$ cat config.mk
export PLATFORM = sky130hd
export DESIGN_NAME = ctrl_decode_pipe
export DESIGN_NICKNAME = d
export VERILOG_FILES = /design/src/rtl/ctrl_pkg.sv /design/src/rtl/ctrl_decode_comb.sv /design/src/rtl/ctrl_decode_pipe.sv
export SDC_FILE = /design/constraint.sdc
export NUM_CORES = 1
export LEC_CHECK = 0
export CAP_MARGIN = 20
export CORE_ASPECT_RATIO = 1.2
export CORE_UTILIZATION = 39
export CTS_CLUSTER_SIZE = 28
export DETAILED_ROUTE_END_ITERATION = 6
export MAX_ROUTING_LAYER = met4
export PLACE_DENSITY_LB_ADDON = 0.12
export SLEW_MARGIN = 30
export SYNTH_ARGS = -nofsm -noshare
export SYNTH_HDL_FRONTEND = slang
export SYNTH_SLANG_ARGS = --single-unit
$ cat constraint.sdc
create_clock -name clk -period 2 [get_ports clk]
set_clock_uncertainty 0.2 [all_clocks]
set_input_delay 0.4 -clock clk [delete_from_list [all_inputs] [get_ports clk]]
set_output_delay 0.4 -clock clk [all_outputs]
set_load 0.02 [all_outputs]
$ cat src/rtl/ctrl_pkg.sv
// Shared opcode, ALU-function and x8-source encodings plus the packed control bundle
// passed from the combinational decoder to the registered pipeline stage.
package ctrl_pkg;

    localparam logic [3:0] OP_LI  = 4'd0;
    localparam logic [3:0] OP_JA  = 4'd1;
    localparam logic [3:0] OP_BEZ = 4'd2;
    localparam logic [3:0] OP_ADD = 4'd3;
    localparam logic [3:0] OP_LR  = 4'd4;
    localparam logic [3:0] OP_NOT = 4'd5;
    localparam logic [3:0] OP_SR  = 4'd6;
    localparam logic [3:0] OP_SUB = 4'd8;
    localparam logic [3:0] OP_AND = 4'd9;
    localparam logic [3:0] OP_OR  = 4'd10;
    localparam logic [3:0] OP_XOR = 4'd11;

    typedef enum logic [2:0] {
        ALU_ADD = 3'd0,
        ALU_NOT = 3'd1,
        ALU_SUB = 3'd2,
        ALU_AND = 3'd3,
        ALU_OR  = 3'd4,
        ALU_XOR = 3'd5
    } alu_fun_e;

    typedef enum logic [1:0] {
        X8_REG = 2'd0,
        X8_IMM = 2'd1,
        X8_ALU = 2'd2
    } x8_sel_e;

    typedef struct packed {
        logic     bez;
        logic     ja;
        logic     op1;
        logic     op2;
        alu_fun_e alu_fun;
        logic     write_reg;
        logic     write_x8;
        x8_sel_e  x8_sel;
    } ctrl_t;

    localparam ctrl_t CTRL_NOP = '0;

endpackage

$ cat src/rtl/ctrl_decode_comb.sv
// Combinational opcode-to-control decoder; OPW=3 reproduces the legacy map exactly,
// OPW=4 adds the sub/and/or/xor rows built on the add row.
module ctrl_decode_comb
    import ctrl_pkg::*;
#(
    parameter int OPW = 3
) (
    input  logic [OPW-1:0] i_opcode,
    output ctrl_t          o_ctrl,
    output logic           o_illegal
);

    logic [3:0] w_op;

    assign w_op = 4'(i_opcode);

    always_comb begin
        o_ctrl    = CTRL_NOP;
        o_illegal = 1'b0;
        case (w_op)
            OP_LI: begin
                o_ctrl.write_x8 = 1'b1;
                o_ctrl.x8_sel   = X8_IMM;
            end
            OP_JA: begin
                o_ctrl.ja  = 1'b1;
                o_ctrl.op1 = 1'b1;
                o_ctrl.op2 = 1'b1;
            end
            OP_BEZ: begin
                o_ctrl.bez = 1'b1;
                o_ctrl.op2 = 1'b1;
            end
            OP_ADD: begin
                o_ctrl.op1      = 1'b1;
                o_ctrl.write_x8 = 1'b1;
                o_ctrl.x8_sel   = X8_ALU;
            end
            OP_LR: begin
                o_ctrl.write_x8 = 1'b1;
                o_ctrl.x8_sel   = X8_REG;
            end
            OP_NOT: begin
                o_ctrl.op1      = 1'b1;
                o_ctrl.alu_fun  = ALU_NOT;
                o_ctrl.write_x8 = 1'b1;
                o_ctrl.x8_sel   = X8_ALU;
            end
            OP_SR: begin
                o_ctrl.write_reg = 1'b1;
            end
            OP_SUB, OP_AND, OP_OR, OP_XOR: begin
                // Only reachable when OPW=4; the upper opcode bit is zero otherwise.
                if (OPW == 4) begin
                    o_ctrl.op1      = 1'b1;
                    o_ctrl.write_x8 = 1'b1;
                    o_ctrl.x8_sel   = X8_ALU;
                    case (w_op)
                        OP_SUB:  o_ctrl.alu_fun = ALU_SUB;
                        OP_AND:  o_ctrl.alu_fun = ALU_AND;
                        OP_OR:   o_ctrl.alu_fun = ALU_OR;
                        default: o_ctrl.alu_fun = ALU_XOR;
                    endcase
                end else begin
                    o_illegal = 1'b1;
                end
            end
            default: begin
                o_illegal = 1'b1;
            end
        endcase
    end

endmodule

$ cat src/rtl/ctrl_decode_pipe.sv
// Registered control decoder stage: valid/ready handshake, flush with a branch-shadow
// drop counter, and a sticky error flag for issued illegal opcodes.
module ctrl_decode_pipe
    import ctrl_pkg::*;
#(
    parameter int OPW    = 3,
    parameter int SHADOW = 1,
    parameter int CW     = 3
) (
    input  logic           clk,
    input  logic           reset,
    input  logic           in_valid,
    output logic           in_ready,
    input  logic [OPW-1:0] in_opcode,
    input  logic           flush,
    output logic           out_valid,
    input  logic           out_ready,
    output logic           bez,
    output logic           ja,
    output logic [2:0]     alu_fun,
    output logic           op1,
    output logic           op2,
    output logic           write_reg,
    output logic           write_x8,
    output logic [1:0]     x8_sel,
    output logic           illegal,
    output logic           err,
    input  logic           err_clr
);

    ctrl_t          w_ctrl;
    logic           w_illegal;
    logic           w_in_shadow;
    logic           w_accept;
    logic           w_err_set;

    ctrl_t          r_ctrl;
    logic           r_illegal;
    logic           r_valid;
    logic           r_err;
    logic [CW-1:0]  r_shadow;

    ctrl_decode_comb #(
        .OPW (OPW)
    ) u_dec (
        .i_opcode  (in_opcode),
        .o_ctrl    (w_ctrl),
        .o_illegal (w_illegal)
    );

    assign w_in_shadow = (r_shadow != '0);
    // During the shadow the stage is always ready so fetch can drain wrong-path work.
    assign in_ready    = !reset && (w_in_shadow || !r_valid || out_ready);
    assign w_accept    = in_valid && in_ready;
    assign w_err_set   = r_valid && r_illegal;

    always_ff @(posedge clk) begin
        if (reset) begin
            r_valid   <= 1'b0;
            r_ctrl    <= CTRL_NOP;
            r_illegal <= 1'b0;
            r_shadow  <= '0;
        end else if (flush) begin
            r_valid   <= 1'b0;
            r_ctrl    <= CTRL_NOP;
            r_illegal <= 1'b0;
            r_shadow  <= CW'(SHADOW);
        end else if (w_accept && w_in_shadow) begin
            r_shadow  <= r_shadow - CW'(1);
        end else if (w_accept) begin
            r_valid   <= 1'b1;
            r_ctrl    <= w_ctrl;
            r_illegal <= w_illegal;
        end else if (out_ready) begin
            r_valid   <= 1'b0;
        end
    end

    always_ff @(posedge clk) begin
        if (reset) begin
            r_err <= 1'b0;
        end else if (w_err_set) begin
            r_err <= 1'b1;
        end else if (err_clr) begin
            r_err <= 1'b0;
        end
    end

    assign out_valid = r_valid;
    assign bez       = r_ctrl.bez;
    assign ja        = r_ctrl.ja;
    assign alu_fun   = r_ctrl.alu_fun;
    assign op1       = r_ctrl.op1;
    assign op2       = r_ctrl.op2;
    assign write_reg = r_ctrl.write_reg;
    assign write_x8  = r_ctrl.write_x8;
    assign x8_sel    = r_ctrl.x8_sel;
    assign illegal   = r_illegal;
    assign err       = r_err;

endmodule
# Word level (Yosys, flattened, before mapping)
# Index checks and enable logic that the tools add are counted.
# word_totals
reg_bits	17
in_bits	9
out_inout_bits	15
word_cells	55
# op_classes
add_sub_neg	1
n_eq_ne	6
n_mux	14
bitwise_logic	1
n_reduce_logical	20
# ops
operator	count
$mux 1	13
$eq 3x3->1 const B	3
$pmux 3 s3	1
$reduce_or 7->1	1
$eq 3x2->1 const B	2
$reduce_bool 2->1	3
$reduce_or 2->1	3
$logic_and 1x1->1	4
$logic_not 4->1	1
$reduce_and 2->1	2
$eq 3x1->1 const B	1
$reduce_bool 3->1	1
$reduce_or 3->1	1
$sub 3x1->3 const B	1
$logic_not 1->1	2
$logic_or 1x1->1	2
$not 1->1	1

# Logic depth before layout (Yosys ltp)
# logic_depth
word_depth	8
mapped_depth	7
ltp_nobuf	6

# Hierarchy
# Synthesis repeated with hierarchy kept, for this count alone.
# unflattened
cells_unflattened	109
hier_area_um2	917.1
# by_module_without_submodules
mod	instances	cells_per_inst	area_each_um2	seq_area_each_um2
ctrl_decode_pipe	1	87	753.2	340.3
ctrl_decode_comb	1	22	163.9	0.0

# Worst setup path before layout
# OpenSTA, ideal clock, no wires.
# synth_path
path_kind	reg-to-reg
startpoint	register r_shadow[0]
endpoint	register r_ctrl (netlist bit op2)
setup_ns	0.066
t_arrival_ns	1.620
required_ns	1.734
slack_ns	0.114
stages_incl_launch_ff	8
path_buffers	1
synth_period_minus_slack_ns	1.886
path_cell_list	dfxtp_1 -> inv_1 -> ha_1 -> nand3b_4 -> or3_1 -> buf_6 -> or3_4 -> a21oi_2
# synth_via
elab_chain_len	8
# synth_rtl
item	line	text
from (decl)	ctrl_decode_pipe.sv:41	logic [CW-1:0] r_shadow;
from (signal assigned)	ctrl_decode_pipe.sv:67	r_shadow <= CW'(SHADOW);
from (signal assigned)	ctrl_decode_pipe.sv:69	r_shadow <= r_shadow - CW'(1);
$reduce_bool 3->1 (*)	ctrl_decode_pipe.sv:51	assign w_in_shadow = (r_shadow != '0);
$logic_or 1x1->1 (2 in series)	ctrl_decode_pipe.sv:53	assign in_ready = !reset && (w_in_shadow || !r_valid || out_ready);
$logic_and 1x1->1	ctrl_decode_pipe.sv:53	
$logic_and 1x1->1	ctrl_decode_pipe.sv:54	assign w_accept = in_valid && in_ready;
$logic_and 1x1->1	ctrl_decode_pipe.sv:68	end else if (w_accept && w_in_shadow) begin
$not 1->1 (no source line)	--	
$reduce_and 2->1 (no source line) (*)	--	
to (signal assigned)	ctrl_decode_pipe.sv:72	r_ctrl <= w_ctrl;
to (decl)	ctrl_decode_pipe.sv:37	ctrl_t r_ctrl;
# Mark *: on every way between the ends. The rest lies on a longest branch, timed or not.
# A chain may end at the register's enable or synchronous reset.

# Final worst setup path
# layout_path
startpoint	register r_valid (netlist: out_valid)
endpoint	output port out_valid
# layout_rtl
item	line	text
from (decl)	ctrl_decode_pipe.sv:39	logic r_valid;
from (signal assigned)	ctrl_decode_pipe.sv:59	r_valid <= 1'b0;
from (signal assigned)	ctrl_decode_pipe.sv:64	r_valid <= 1'b0;
from (signal assigned)	ctrl_decode_pipe.sv:71	r_valid <= 1'b1;
to (decl)	ctrl_decode_pipe.sv:16	output logic out_valid,
# No word-level cell between the ends.

==> flow_summary.ini <==
[run_status]
status = complete, no violations

[worst_setup_path]
crit_type = flip-flop to primary output
critPathCaptureType = primary output
arrival_ns = 1.28
worstPathRequired_ns = 1.40
worst-path-buf-inv = 1
worstSetupStartpointType = flip-flop
path_max_fanout = 4
worst_path_max_delay_cell = clkdlybuf4s50_1
slowest_delay_ns = 0.62
cp_top_family = buffers and inverters
crit_chain = clkdlybuf4s50_1

[synthesis]
yosysSeqAreaShare_pct = 40.9
async_flop_share_pct = 0
synth_seq_cells = 15
syn_area_um2 = 734
yosysTopAreaCellShare_pct = 40.9
syn_avg_cell_area_um2 = 8.64
ys.flop_type = dfxtp_1
synth_warnings = 0
yosysTopAreaCell = dfxtp_1
postSynthCellCount = 85
synth_edf_count = 0
synth_area_leaders = dfxtp_1 41%, a21oi_1 8.2%, nand2_1 6.6%
ys_types = 30

[cells_and_area]
post-route-cell-area_um2 = 1020
largest_register_ffs = 3
top_register = r_shadow
layoutNonFillerInstCount = 133
area_delta_synth_final_pct = 39.0
drive_gt1_share_pct = 17.4
diodes = 0
nFillCells = 156
nNetsFinal = 127

[sta]
finalCritPeriodShare_pct = 94.1
fmax_mhz = 531
rsz0062_at_grt = false
final.min_clock_period_ns = 1.88
hold_viol = 0
setup_violations = 0
fin_ws_ns = 0.117
finalMaxSlewViolations = 0

[clock_network]
cts_buffers = 3
postCtsSetupBuffers = 0
hold_buffers = 0
clk_path_buf_depth = 2
clock_latency_ns = 0.29
cts_tree = yes
clkSinkCount = 15
cts-root-buf = clkbuf_4
clk_pin_slew_ns = 0.09
htreeDepth = 1

[placed_design]
io_buffers = 21
dp_hpwl_mm = 1.14
gp_congestion = 0.702
preCtsSetupSlack_ns = -0.352
dp.cells = 129
dpl_cell_area_um2 = 997

[detailed_routing]
routed_wl_mm = 1.48
vias = 647
wl_met2_um = 734
met3_length_um = 75
post-route-drc-count = 0
drt_iter0_drc = 17
firstDrtPassIters = 4
antenna_left = 0
highest_layer = met4
routed_via_density = 4.86
wl_met1_um = 638
drt-wirelength-per-cell_um = 11.1

[global_route]
grt_pass1_wl_mm = 2.41
grt_use_total_pct = 15.7
grt_max_degree = 14
antenna_found_initial = 0
first_global_vias = 604
gr-total-overflow = 0

[die]
num_io_pins = 24
die_w_um = 41.6
die_h_um = 49.5
core_area_um2 = 1700
rows = 16
start_util_pct = 43.2
dieArea_um2 = 2060

[power_and_ir_drop]
powerDensity_nw_per_um2 = 590
leakagePower_nw = 0.386
p_seq_share_pct = 51.4
power.total_mw = 0.602
clkPwrFrac_pct = 29.0
intPower_mw = 0.442
peakVddDrop_v = 0.000339
p_switching_mw = 0.160
swShare_pct = 26.6
combPwrFrac_pct = 19.6

[worst_hold_path]
min_path_type = flip-flop to flip-flop

[job]
cap_violations = 0
[layer usage]
metal	vias to the layer above	global-route usage, %
li1	338	-
met4	0	8.06
met5	-	-
met2	20	26.8
met3	5	3.66
met1	284	16.6
[through the flow]
stage | hold WS (ns) | TNS, ns | util, %
2_1_floorplan | 0.269 | 0 | -
3_3_place_gp | 0.240 | -1.35 | 58.6
3_5_place_dp | 0.246 | -1.53 | 58.6
4_1_cts | 0.254 | 0 | 59.9
5_1_grt | 0.270 | 0 | 60.0
6_report | 0.254 | 0 | 60.0
[repair_timing]
action	4_1_cts	5_1_grt
endpoints found under the setup margin	1	1
cloned	0	0
gates resized for setup	5	1
[layout make-up]
cell class                      count  area [µm²]  share of cell area, %
Inverter                            5        18.8                   1.84
Tap cell                           18        22.5                   2.21
Multi-Input combinational cell     60         370                   36.3
Sequential cell                    15         300                   29.4
Timing Repair Buffer               31         283                   27.7
Clock buffer                        4        26.3                   2.57
[cells in the mapped netlist, types with 2 or more instances]
master / n
nand3_1: 3
a21oi_1: 12
ha_1: 2
dfxtp_1: 15
buf_4: 5
nor2_1: 5
nand3b_1: 2
xnor2_1: 3
nand2_1: 13
inv_1: 5
[final timing paths]
kind | start | to | slack (ns) | depth (start not counted)
setup / recovery | out_valid$_SDFFE_PP0P_ | out_valid | 0.12 | 1
hold / removal | x8_sel[1]$_SDFFE_PP0P_ | x8_sel[1]$_SDFFE_PP0P_ | 0.25 | 2
setup reg to reg | r_shadow[0]$_SDFFE_PP0P_ | op2$_SDFFE_PP0P_ | 0.14 | 7
hold reg to reg | x8_sel[1]$_SDFFE_PP0P_ | x8_sel[1]$_SDFFE_PP0P_ | 0.25 | 2
[logic make-up after synthesis]
group / synth area share [%]
xor gates and xnor gates: 4.77
DFF: 40.9
muxes: 1.36
AOI/OAI and AO/OA: 12.9
buffers and inverters: 9.20
and+or+nand+nor: 26.9
other: 0.511
adders and majority gates: 3.41
[cell usage in the layout (no fill, tap or decap), drive strengths merged]
cell,n
ha,2
nand2b,1
a211oi,1
dlymetal6s2s,1
nand4b,1
nand2,13
o21ai,1
clkbuf,4
nor2,5
or2,1
nor2b,2
conb,2
mux2i,1
dfxtp,15
or3,2
a31oi,1
nand3,3
a21boi,1
a21oi,13
nor3,2
buf,11
clkdlybuf4s50,19
xnor2,3
nand3b,3
nand4,1
inv,5
xor2,1
[power groups by stage]
stage | Combinational [mW] | Clock (mW) | Sequential (mW)
after floorplan | 0.0679 | 0 | 0.319
final | 0.118 | 0.175 | 0.309
after CTS | 0.120 | 0.178 | 0.310
after detailed placement | 0.120 | 0 | 0.317
after global routing | 0.130 | 0.195 | 0.310
after global placement | 0.118 | 0 | 0.316
(Power assumes the default switching activity.)
